<file path="src/rtl/b64_pkg.sv">
// Shared definitions for the base64 serial decoder: FSM states, symbol width,
// base64 alphabet ranges and the accumulator sizing helper.
package b64_pkg;

    localparam int SYM_W = 6;

    typedef enum logic [1:0] {
        IDLE  = 2'd0,
        SHIFT = 2'd1,
        DONE  = 2'd2
    } state_t;

    localparam logic [6:0] UC_FIRST   = 7'h41;  // 'A'
    localparam logic [6:0] UC_LAST    = 7'h5A;  // 'Z'
    localparam logic [6:0] LC_FIRST   = 7'h61;  // 'a'
    localparam logic [6:0] LC_LAST    = 7'h7A;  // 'z'
    localparam logic [6:0] DG_FIRST   = 7'h30;  // '0'
    localparam logic [6:0] DG_LAST    = 7'h39;  // '9'
    localparam logic [6:0] PLUS_CODE  = 7'h2B;  // '+'
    localparam logic [6:0] SLASH_CODE = 7'h2F;  // '/'
    localparam logic [6:0] PAD_CODE   = 7'h3D;  // '='

    localparam logic [SYM_W-1:0] LC_BASE    = 6'd26;
    localparam logic [SYM_W-1:0] DG_BASE    = 6'd52;
    localparam logic [SYM_W-1:0] PLUS_SYM   = 6'd62;
    localparam logic [SYM_W-1:0] SLASH_SYM  = 6'd63;

    // Worst case fill: CHAR_W-1 leftover bits plus one freshly accepted symbol.
    function automatic int acc_width(input int char_w);
        return char_w - 1 + SYM_W;
    endfunction

endpackage

</file>
<file path="src/rtl/base64_serial_decoder_if.sv">
// Stream interface of the base64 serial decoder: character handshake in,
// serial/parallel decoded characters and status out.
interface base64_serial_decoder_if #(
    parameter int CHAR_W = 7
);
    logic [6:0]        in_char;
    logic              in_valid;
    logic              in_ready;
    logic              over;
    logic              bit_out;
    logic              bit_valid;
    logic [CHAR_W-1:0] ascii;
    logic              ascii_on;
    logic [2:0]        bit_cnt;
    logic              done;
    logic              err;

    modport master (
        output in_char, in_valid, over,
        input  in_ready, bit_out, bit_valid, ascii, ascii_on, bit_cnt, done, err
    );

    modport slave (
        input  in_char, in_valid, over,
        output in_ready, bit_out, bit_valid, ascii, ascii_on, bit_cnt, done, err
    );
endinterface

</file>
<file path="src/rtl/b64_sym_decode.sv">
// Combinational base64 character classifier: ASCII code -> 6-bit symbol,
// with flags for a legal code (symbol or pad) and for the '=' pad.
module b64_sym_decode
    import b64_pkg::*;
(
    input  logic [6:0]       in_char,
    output logic [SYM_W-1:0] sym,
    output logic             is_valid,
    output logic             is_pad
);
    always_comb begin
        // NOTE: every output gets a default first so no path leaves one unassigned (no latch).
        sym      = '0;
        is_valid = 1'b1;
        is_pad   = 1'b0;
        if (in_char inside {[UC_FIRST:UC_LAST]}) begin
            sym = SYM_W'(in_char - UC_FIRST);
        end else if (in_char inside {[LC_FIRST:LC_LAST]}) begin
            sym = SYM_W'(in_char - LC_FIRST) + LC_BASE;
        end else if (in_char inside {[DG_FIRST:DG_LAST]}) begin
            sym = SYM_W'(in_char - DG_FIRST) + DG_BASE;
        end else if (in_char == PLUS_CODE) begin
            sym = PLUS_SYM;
        end else if (in_char == SLASH_CODE) begin
            sym = SLASH_SYM;
        end else if (in_char == PAD_CODE) begin
            is_pad = 1'b1;
        end else begin
            is_valid = 1'b0;
        end
    end
endmodule

</file>
<file path="src/rtl/base64_serial_decoder.sv">
// Base64 characters in, CHAR_W-bit characters out (serial MSB-first plus parallel strobe).
// Define B64DEC_STRICT_EN to flag an invalid character on err (sticky) and block further input.
module base64_serial_decoder
    import b64_pkg::*;
#(
    parameter int CHAR_W = 7
) (
    input logic                   clk,
    input logic                   reset,
    base64_serial_decoder_if.slave bus
);
    localparam int                ACC_W    = acc_width(CHAR_W);
    localparam int                CNT_W    = $clog2(ACC_W + 1);
    localparam logic [CNT_W-1:0]  CHAR_CNT = CNT_W'(CHAR_W);
    localparam logic [CNT_W-1:0]  SYM_CNT  = CNT_W'(SYM_W);
    localparam logic [2:0]        TOP_BIT  = 3'(CHAR_W - 1);

    logic [SYM_W-1:0]  sym;
    logic              is_valid;
    logic              is_pad;

    state_t            state;
    logic [ACC_W-1:0]  acc;
    logic [CNT_W-1:0]  acc_cnt;
    logic [CHAR_W-1:0] shreg;
    logic              over_lat;
    logic              alive;
    logic              err_q;
    logic              bit_out_q;
    logic              bit_valid_q;
    logic              ascii_on_q;
    logic              done_q;
    logic [CHAR_W-1:0] ascii_q;
    logic [2:0]        bit_cnt_q;

    logic              avail;
    logic              take;
    logic              load;
    logic [CHAR_W-1:0] char_sel;

    b64_sym_decode u_sym_decode (
        .in_char  (bus.in_char),
        .sym      (sym),
        .is_valid (is_valid),
        .is_pad   (is_pad)
    );

    // alive keeps in_ready low while reset is asserted so every output reads 0.
    assign avail        = acc_cnt >= CHAR_CNT;
    assign bus.in_ready = alive && !avail && !done_q && !err_q;
    assign take         = bus.in_valid && bus.in_ready;
    assign load         = avail && (state == IDLE || (state == SHIFT && bit_cnt_q == '0));
    assign char_sel     = CHAR_W'(acc >> (acc_cnt - CHAR_CNT));

    always_ff @(posedge clk or negedge reset) begin
        if (!reset) begin
            state       <= IDLE;
            acc         <= '0;
            acc_cnt     <= '0;
            shreg       <= '0;
            over_lat    <= 1'b0;
            alive       <= 1'b0;
            bit_out_q   <= 1'b0;
            bit_valid_q <= 1'b0;
            ascii_on_q  <= 1'b0;
            done_q      <= 1'b0;
            ascii_q     <= '0;
            bit_cnt_q   <= '0;
        end else begin
            // NOTE: non-blocking assignments so every register samples pre-edge values.
            alive      <= 1'b1;
            over_lat   <= over_lat | bus.over;
            ascii_on_q <= 1'b0;
            // take needs !avail and load needs avail, so acc_cnt has one writer per edge.
            if (take && is_valid && !is_pad) begin
                acc     <= {acc[ACC_W-SYM_W-1:0], sym};
                acc_cnt <= acc_cnt + SYM_CNT;
            end
            if (load) begin
                acc_cnt     <= acc_cnt - CHAR_CNT;
                ascii_q     <= char_sel;
                ascii_on_q  <= 1'b1;
                bit_out_q   <= char_sel[CHAR_W-1];
                bit_valid_q <= 1'b1;
                bit_cnt_q   <= TOP_BIT;
                shreg       <= {char_sel[CHAR_W-2:0], 1'b0};
                state       <= SHIFT;
            end else begin
                case (state)
                    IDLE: begin
                        if (over_lat) begin
                            state  <= DONE;
                            done_q <= 1'b1;
                        end
                    end
                    SHIFT: begin
                        if (bit_cnt_q == '0) begin
                            bit_valid_q <= 1'b0;
                            bit_out_q   <= 1'b0;
                            state       <= IDLE;
                        end else begin
                            bit_cnt_q <= bit_cnt_q - 3'd1;
                            bit_out_q <= shreg[CHAR_W-1];
                            shreg     <= {shreg[CHAR_W-2:0], 1'b0};
                        end
                    end
                    DONE:    ;
                    default: state <= IDLE;
                endcase
            end
        end
    end

`ifdef B64DEC_STRICT_EN
    always_ff @(posedge clk or negedge reset) begin
        if (!reset) begin
            err_q <= 1'b0;
        end else if (take && !is_valid) begin
            err_q <= 1'b1;
        end
    end
`else
    assign err_q = 1'b0;
`endif

    assign bus.bit_out   = bit_out_q;
    assign bus.bit_valid = bit_valid_q;
    assign bus.ascii     = ascii_q;
    assign bus.ascii_on  = ascii_on_q;
    assign bus.bit_cnt   = bit_cnt_q;
    assign bus.done      = done_q;
    assign bus.err       = err_q;
endmodule

</file>
<file path="src/flat_wrapper.sv">
// flat-port wrapper written by rule: the top's interface ports become plain ports
module base64_serial_decoder_flat import b64_pkg::*;
#(
    parameter int CHAR_W = 7
)
  (clk, reset, bus_in_char, bus_in_valid, bus_over, bus_in_ready, bus_bit_out, bus_bit_valid, bus_ascii, bus_ascii_on, bus_bit_cnt, bus_done, bus_err);
  base64_serial_decoder_if #(.CHAR_W(CHAR_W)) bus_i ();
  input logic clk;
  input logic reset;
  input wire logic [$bits(bus_i.in_char)-1:0] bus_in_char;
  input wire logic [$bits(bus_i.in_valid)-1:0] bus_in_valid;
  input wire logic [$bits(bus_i.over)-1:0] bus_over;
  output wire logic [$bits(bus_i.in_ready)-1:0] bus_in_ready;
  output wire logic [$bits(bus_i.bit_out)-1:0] bus_bit_out;
  output wire logic [$bits(bus_i.bit_valid)-1:0] bus_bit_valid;
  output wire logic [$bits(bus_i.ascii)-1:0] bus_ascii;
  output wire logic [$bits(bus_i.ascii_on)-1:0] bus_ascii_on;
  output wire logic [$bits(bus_i.bit_cnt)-1:0] bus_bit_cnt;
  output wire logic [$bits(bus_i.done)-1:0] bus_done;
  output wire logic [$bits(bus_i.err)-1:0] bus_err;
  assign bus_i.in_char = bus_in_char;
  assign bus_i.in_valid = bus_in_valid;
  assign bus_i.over = bus_over;
  assign bus_in_ready = bus_i.in_ready;
  assign bus_bit_out = bus_i.bit_out;
  assign bus_bit_valid = bus_i.bit_valid;
  assign bus_ascii = bus_i.ascii;
  assign bus_ascii_on = bus_i.ascii_on;
  assign bus_bit_cnt = bus_i.bit_cnt;
  assign bus_done = bus_i.done;
  assign bus_err = bus_i.err;
  base64_serial_decoder #(.CHAR_W(CHAR_W)) u_core (.clk(clk), .reset(reset), .bus(bus_i));
endmodule
</file>
<file path="config.mk">
export PLATFORM = sky130hd
export DESIGN_NAME = base64_serial_decoder_flat
export DESIGN_NICKNAME = d
export VERILOG_FILES = /design/src/rtl/b64_pkg.sv /design/src/rtl/base64_serial_decoder_if.sv /design/src/rtl/b64_sym_decode.sv /design/src/rtl/base64_serial_decoder.sv /design/src/flat_wrapper.sv
export SDC_FILE = /design/constraint.sdc
export NUM_CORES = 1
export LEC_CHECK = 0
export CAP_MARGIN = 40
export CORE_MARGIN = 2
export CORE_UTILIZATION = 50
export CTS_BUF_LIST = sky130_fd_sc_hd__clkbuf_8
export DETAILED_ROUTE_END_ITERATION = 7
export PLACE_DENSITY = 0.8
export SYNTH_ARGS = -nofsm -noshare
export SYNTH_HDL_FRONTEND = slang
export SYNTH_SLANG_ARGS = --single-unit
</file>
<file path="constraint.sdc">
create_clock -name clk -period 1.9 [get_ports clk]
set_input_delay 0.57 -clock clk [delete_from_list [all_inputs] [get_ports clk]]
set_output_delay 0.57 -clock clk [all_outputs]
set_load 0.02 [all_outputs]
</file>
Word level (Yosys, flattened, before mapping). Cells that the tools add are included.

Output and inout port bits: 16. Register bits: 41. Logic and storage cells: 97. Bits of input ports: 11.

Eq/ne operators: 9. Shift operators: 1. Magnitude comparators: 7. Bitwise operators: 2. Multiplexer cells: 35. Add/subtract/negate cells: 8. Reduce and logical (&&, ||, !) cells: 23.

Operators by type and width (number): $mux W6 (5); $eq A7 B6 Y1 const B (3); $mux W7 (3); $mux W1 (18); $ge A7 B7 Y1 const B (2); $le A7 B7 Y1 const B (2); $shr A12 B4 Y7 (1); $sub A6 B6 Y6 const B (2); $logic_and A1 B1 Y1 (10); $mux W3 (3); $mux W4 (2); $ge A7 B6 Y1 const B (1); $le A7 B6 Y1 const B (1); $add A6 B5 Y6 const B (1); $add A6 B6 Y6 const B (1); $mux W2 (3); $pmux W2 S3 (1); $reduce_and A3 Y1 (2); $reduce_bool A2 Y1 (3); $sub A6 B1 Y6 const B (1); $add A4 B3 Y4 const B (1); $ge A4 B3 Y1 const B (1); $ne A2 B1 Y1 const B (2); $reduce_and A2 Y1 (2); 12 further kinds (14).

Longest topological paths before layout.
Word-level depth: 11. Gate-level depth with buffers: 9. Depth with buffers taken out: 9.

By module. A second synthesis with hierarchy kept.

Cell total of the unflattened synthesis: 266. Area, all modules: 2761.4 µm².

By module, submodules not included: base64_serial_decoder (cells an instance 187, instances 1, sequential area each 1001.0 µm², area an instance 2193.4 µm²); b64_sym_decode (cells an instance 79, instances 1, sequential area each 0.0 µm², area an instance 568.0 µm²).

Worst setup path before layout. OpenSTA, ideal clock, no wires.

Kind: in2reg. Start point: in bus_in_char[2]. End point: reg u_core.acc[2]. Required time: 1.775 ns. Path buffers: 1. Data arrival time: 2.215 ns. Cell stages on the path: 8. Setup time: 0.125 ns. Setup slack: -0.441 ns. Cell sequence: buf_6 > inv_1 > ha_1 > a211o_2 > o21a_4 > a21o_1 > o32a_1 > mux2_4.

Cells in the longest elaborated chain, start to end: 9. Elaborated cells on any way between the ends: 36. Classes of those cells: add/sub (5); order compare (6); eq/ne (3); mux (16); reduce/logical (6).

Ends and longest elaborated chain: start: declaration (line flat_wrapper.sv:10) `input wire logic [$bits(bus_i.in_char)-1:0] bus_in_char;`; branches (longest 9 deep; another with $sub A6 B6 Y6); end signal: assignment (line base64_serial_decoder.sv:76) `acc <= {acc[ACC_W-SYM_W-1:0], sym};`; end: declaration (line base64_serial_decoder.sv:23) `logic [ACC_W-1:0] acc;`.

Parallel ways; which one is timed is not known. A chain may end at the register's enable or synchronous reset.

Final worst setup path.
Start point: reg u_core.acc_cnt[1]. End point: reg u_core.shreg[4].

Cells in the longest elaborated chain, start to end: 4. Elaborated cells on any way between the ends: 8. Classes of those cells: add/sub (1); order compare (1); eq/ne (1); shift (1); mux (1); reduce/logical (3).

Ends and longest elaborated chain: start: declaration (line base64_serial_decoder.sv:24) `logic [CNT_W-1:0] acc_cnt;`; start signal: assignment (line base64_serial_decoder.sv:77) `acc_cnt <= acc_cnt + SYM_CNT;`; start signal: assignment (line base64_serial_decoder.sv:80) `acc_cnt <= acc_cnt - CHAR_CNT;`; branches (longest 4 deep; another with $sub A4 B3 Y4); end signal: assignment (line base64_serial_decoder.sv:86) `shreg <= {char_sel[CHAR_W-2:0], 1'b0};`; end signal: assignment (line base64_serial_decoder.sv:104) `shreg <= {shreg[CHAR_W-2:0], 1'b0};`; end: declaration (line base64_serial_decoder.sv:25) `logic [CHAR_W-1:0] shreg;`.

Parallel ways; which one is timed is not known.

==> results.yml <==
status:
  status: "finished with violations"
  violations: "negative setup slack"
synthesis:
  ys_dominant_reg_cell: "sky130_fd_sc_hd__dfrtp_1"
  syn-num-nets: 290
  synth.yosys.seq_area_share_pct: 37.2
  netlist_top_cells_area: "sky130_fd_sc_hd__dfrtp_1, sky130_fd_sc_hd__ha_1, sky130_fd_sc_hd__mux2i_1"
  post_synth_design_cell_area_sq_um: 2690
  synth_seq_cells: 40
  synth-xor-area-share_pct: 3.26
  unique_cell_type_count_in_the_yosys_netlist: 60
  synth.yosys.warnings: 0
  synth_cells: 265
  library_cell_with_the_largest_summed_area_after_synthesis: "sky130_fd_sc_hd__dfrtp_1"
  synth_simple_gate_area_share_pct: 12.6
  largest_family_of_logic_cells_by_synthesized_area: "compound AO/OA/AOI/OAI gates"
  synth_area_per_cell_sq_um: 10.1
  post_synth_mux_area_share_pct: 16.5
  share_of_the_synthesized_area_in_the_top_cell_type_pct: 37.2
  synth-compound-area-share_pct: 17.5
  asyncSetResetFlopFracSynth_pct: 100
  synth_enable_flop_cells: 0
  synthAdderAreaFrac_pct: 6.51
sta:
  clock.fmax_mhz: 476
  finalWorstPathRequiredPeriod_ns: 2.10
  timing_max_transition_violations_final: 0
  setup_repair_after_global_routing_missed_its_margin: "yes"
  post_route_worst_setup_slack_ns: -0.200
  endpoints_failing_hold: 0
  finalCritPeriodShare_pct: 111
  worst_clock_skew_ns: 0.00873
  setup_violations_final: 28
power:
  power.density_nw_per_um2: 1440
  seqPwrFrac_pct: 26.2
  power.switching_w: 0.00239
  power.combinational.fraction_pct: 60.6
  power.clock.fraction_pct: 13.2
  internal_power_w: 0.00343
  vdd.ir_drop.worst_uv: 703
  swShare_pct: 41.1
  p_total_w: 0.00582
  power.leakage_nw: 1.83
clock_network:
  cts-buffers-inserted: 5
  clock_tree.htree_level_count: 2
  clk_transition_reported_paths_ns: 0.09
  tritoncts: "built"
  cts_buffer_depth: 2
  clk-insertion-delay-late_ns: 0.31
  cts.sinks: 40
  root_buffer_master: "sky130_fd_sc_hd__clkbuf_8"
critical_path:
  worst_endpoint_required_time_ns: 2.10
  critPathKind: "reg -> reg"
  critical_path_peak_fanout: 4
  worst_setup_path_end_kind: "flip-flop"
  startpoint_type: "flip-flop"
  cp.arrival_ns: 2.30
final_layout:
  layout.nets: 386
  n_antenna_cell: 0
  multi_input_comb_area_sq_um: 1830
  layout-drive-gt1-share_pct: 46.4
  stdcell_area_sq_um: 4060
  area_growth_syn_to_layout_pct: 50.9
  leading_cell_type_in_the_layout_fill_and_taps_excluded: "sky130_fd_sc_hd__buf_4"
  nFillCells: 276
  highest_count_cells_in_the_layout_ignoring_fill_and_taps: "sky130_fd_sc_hd__buf_4, sky130_fd_sc_hd__dfrtp_1, sky130_fd_sc_hd__nand2_1"
  register_area_sq_um: 1000
detailed_routing:
  viasPerCell: 6.01
  drt-pass1-iter-count: 5
  first_iter_violations: 203
  finalWirelength_mm: 9.11
  routed_wire_length_per_instance_microns: 21.1
  ant_nets: 0
  vias: 2597
  drt_drc_violations_left: 0
floorplan:
  die_area_sq_um: 5980
  placeableCoreArea_sq_um: 5140
  die_h_microns: 77.3
  ios: 27
  fp.dieW_microns: 77.3
  rows: 26
  floorplan.initialDensity_pct: 52.3
placed_design:
  port_buffers: 25
  detailed_place_hpwl_mm: 4.89
  placement.cell_area_sq_um: 3400
  gp_congestion: 0.907
grt:
  met2_usage_pct: 46.7
  number_of_global_route_vias_before_repair: 2558
  grt.busiest_layer: "met2"
  use_met1_pct: 32.1
  global_router_s_overall_resource_usage_pct: 26.3
  grt.overflow.total: 0
  global_route.usage.met3_pct: 4.30
  antenna_found_initial: 0
  grt_pass1_wl_mm: 12.4
  largest_net_degree_at_the_start_of_global_routing: 18
hold_path:
  holdCritPathClass: "in -> async"
flow_run:
  max-cap-violations: 0
==> registers in the layout, indices dropped and copies added, names as in the netlist <==
register / cells
u_core.acc_cnt: 4
u_core.state: 2
u_core.bus.ascii_on: 1
u_core.over_lat: 1
u_core.bus.ascii: 7
u_core.bus.bit_cnt: 3
u_core.bus.bit_valid: 1
u_core.bus.done: 1
u_core.bus.bit_out: 1
u_core.acc: 12
u_core.shreg: 6
u_core.alive: 1
==> final timing paths <==
check | cells after the start | startpoint | slack (ns) | to
worst max-delay path | 7 | u_core.acc_cnt[1]$_DFFE_PN0P_ | -0.20 | u_core.shreg[4]$_DFFE_PN0P_
worst min-delay path | 1 | reset | 0.18 | u_core.bus.ascii[6]$_DFFE_PN0P_
worst max register to register | 7 | u_core.acc_cnt[1]$_DFFE_PN0P_ | -0.20 | u_core.shreg[4]$_DFFE_PN0P_
worst min register to register | 2 | u_core.bus.ascii[0]$_DFFE_PN0P_ | 0.51 | u_core.bus.ascii[0]$_DFFE_PN0P_
max in group asynchronous | 2 | reset | 1.21 | u_core.shreg[1]$_DFFE_PN0P_
min in group clk | 2 | u_core.bus.ascii[0]$_DFFE_PN0P_ | 0.51 | u_core.bus.ascii[0]$_DFFE_PN0P_
==> what timing repair did <==
item                                   in CTS  in global routing
setup endpoints to repair                  30                 31
buffers inserted                           15                 12
resized for setup                          72                 39
cloned                                      0                  1
pin swaps                                  15                  9
hold buffers                                0                  0
endpoints found under the hold margin       0                  0
==> power groups by stage <==
stage	Combinational, W	Sequential, W	Clock, W
2_1_floorplan	0.00150	0.00157	0
3_3_place_gp	0.00242	0.00143	0
3_5_place_dp	0.00251	0.00146	0
4_1_cts	0.00278	0.00147	0.000751
5_1_grt	0.00369	0.00155	0.000801
6_report	0.00353	0.00153	0.000766
==> final cells by class <==
class | instances | share of cell area, %
clock buffer | 6 | 2.04
clock inverter | 2 | 0.956
inverter | 14 | 1.48
multi-input combinational | 196 | 45.0
sequential | 40 | 24.7
tap | 70 | 2.16
timing repair buffer | 104 | 23.7
==> routing by layer <==
| layer | share of wire (%) | routed length (microns) |
|---|---|---|
| met2 | 52 | 4700 |
| met5 | 0 | 0 |
| met3 | 5.4 | 493 |
| met4 | 4.9 | 442 |
| met1 | 38 | 3480 |
==> cell usage after synthesis, types with 2 or more instances <==
library cell,count
sky130_fd_sc_hd__nor2_1,19
sky130_fd_sc_hd__conb_1,2
sky130_fd_sc_hd__o22a_1,2
sky130_fd_sc_hd__mux4_2,6
sky130_fd_sc_hd__nand2_1,27
sky130_fd_sc_hd__clkbuf_1,3
sky130_fd_sc_hd__xnor2_1,8
sky130_fd_sc_hd__mux2i_1,17
sky130_fd_sc_hd__o211ai_1,3
sky130_fd_sc_hd__mux2_2,6
sky130_fd_sc_hd__mux2_1,5
sky130_fd_sc_hd__ha_1,14
sky130_fd_sc_hd__xor2_1,2
sky130_fd_sc_hd__a31oi_1,4
sky130_fd_sc_hd__a21oi_1,15
sky130_fd_sc_hd__inv_1,14
sky130_fd_sc_hd__o32a_1,2
sky130_fd_sc_hd__buf_6,3
sky130_fd_sc_hd__a21o_1,4
sky130_fd_sc_hd__o21ai_0,7
sky130_fd_sc_hd__buf_4,2
sky130_fd_sc_hd__nor3_1,4
sky130_fd_sc_hd__a211oi_1,4
sky130_fd_sc_hd__and3b_1,2
sky130_fd_sc_hd__buf_2,4
sky130_fd_sc_hd__dfrtp_1,40
sky130_fd_sc_hd__or2_2,4
sky130_fd_sc_hd__o21a_1,4
sky130_fd_sc_hd__nand2b_1,2
sky130_fd_sc_hd__nand3_1,3
sky130_fd_sc_hd__and3_1,3
sky130_fd_sc_hd__clkbuf_8,2
==> critical path, cell delays in order, from the launching register on <==
cell and delay, ns:
sky130_fd_sc_hd__dfrtp_1 0.43, sky130_fd_sc_hd__ha_4 0.18, sky130_fd_sc_hd__buf_6 0.12, sky130_fd_sc_hd__xnor2_4 0.25, sky130_fd_sc_hd__mux4_2 0.57, sky130_fd_sc_hd__a31oi_1 0.17, sky130_fd_sc_hd__o21ai_1 0.11, sky130_fd_sc_hd__a21boi_1 0.15
==> through the flow <==
stage               utilization (%)  cells  TNS (ns)  hold slack, ns  worst slack [ns]
global route                   78.9    432     -3.79           0.216            -0.250
global placement               66.1    398    -13.66           0.460            -0.869
CTS                            73.6    420     -1.28           0.198            -0.120
finish                         78.9    432     -2.35           0.183            -0.200
floorplan                         -    265     -3.63           0.274            -0.349
detailed placement             66.1    398    -14.65           0.467            -0.920
==> logic make-up after synthesis <==
logic type	Yosys count
fa+ha+maj	14
compound gates	64
xor+xnor	10
flops	40
mux	35
other cells	2
simple gates	71
buf+inv	29
Power figures use the tool's default switching activity.
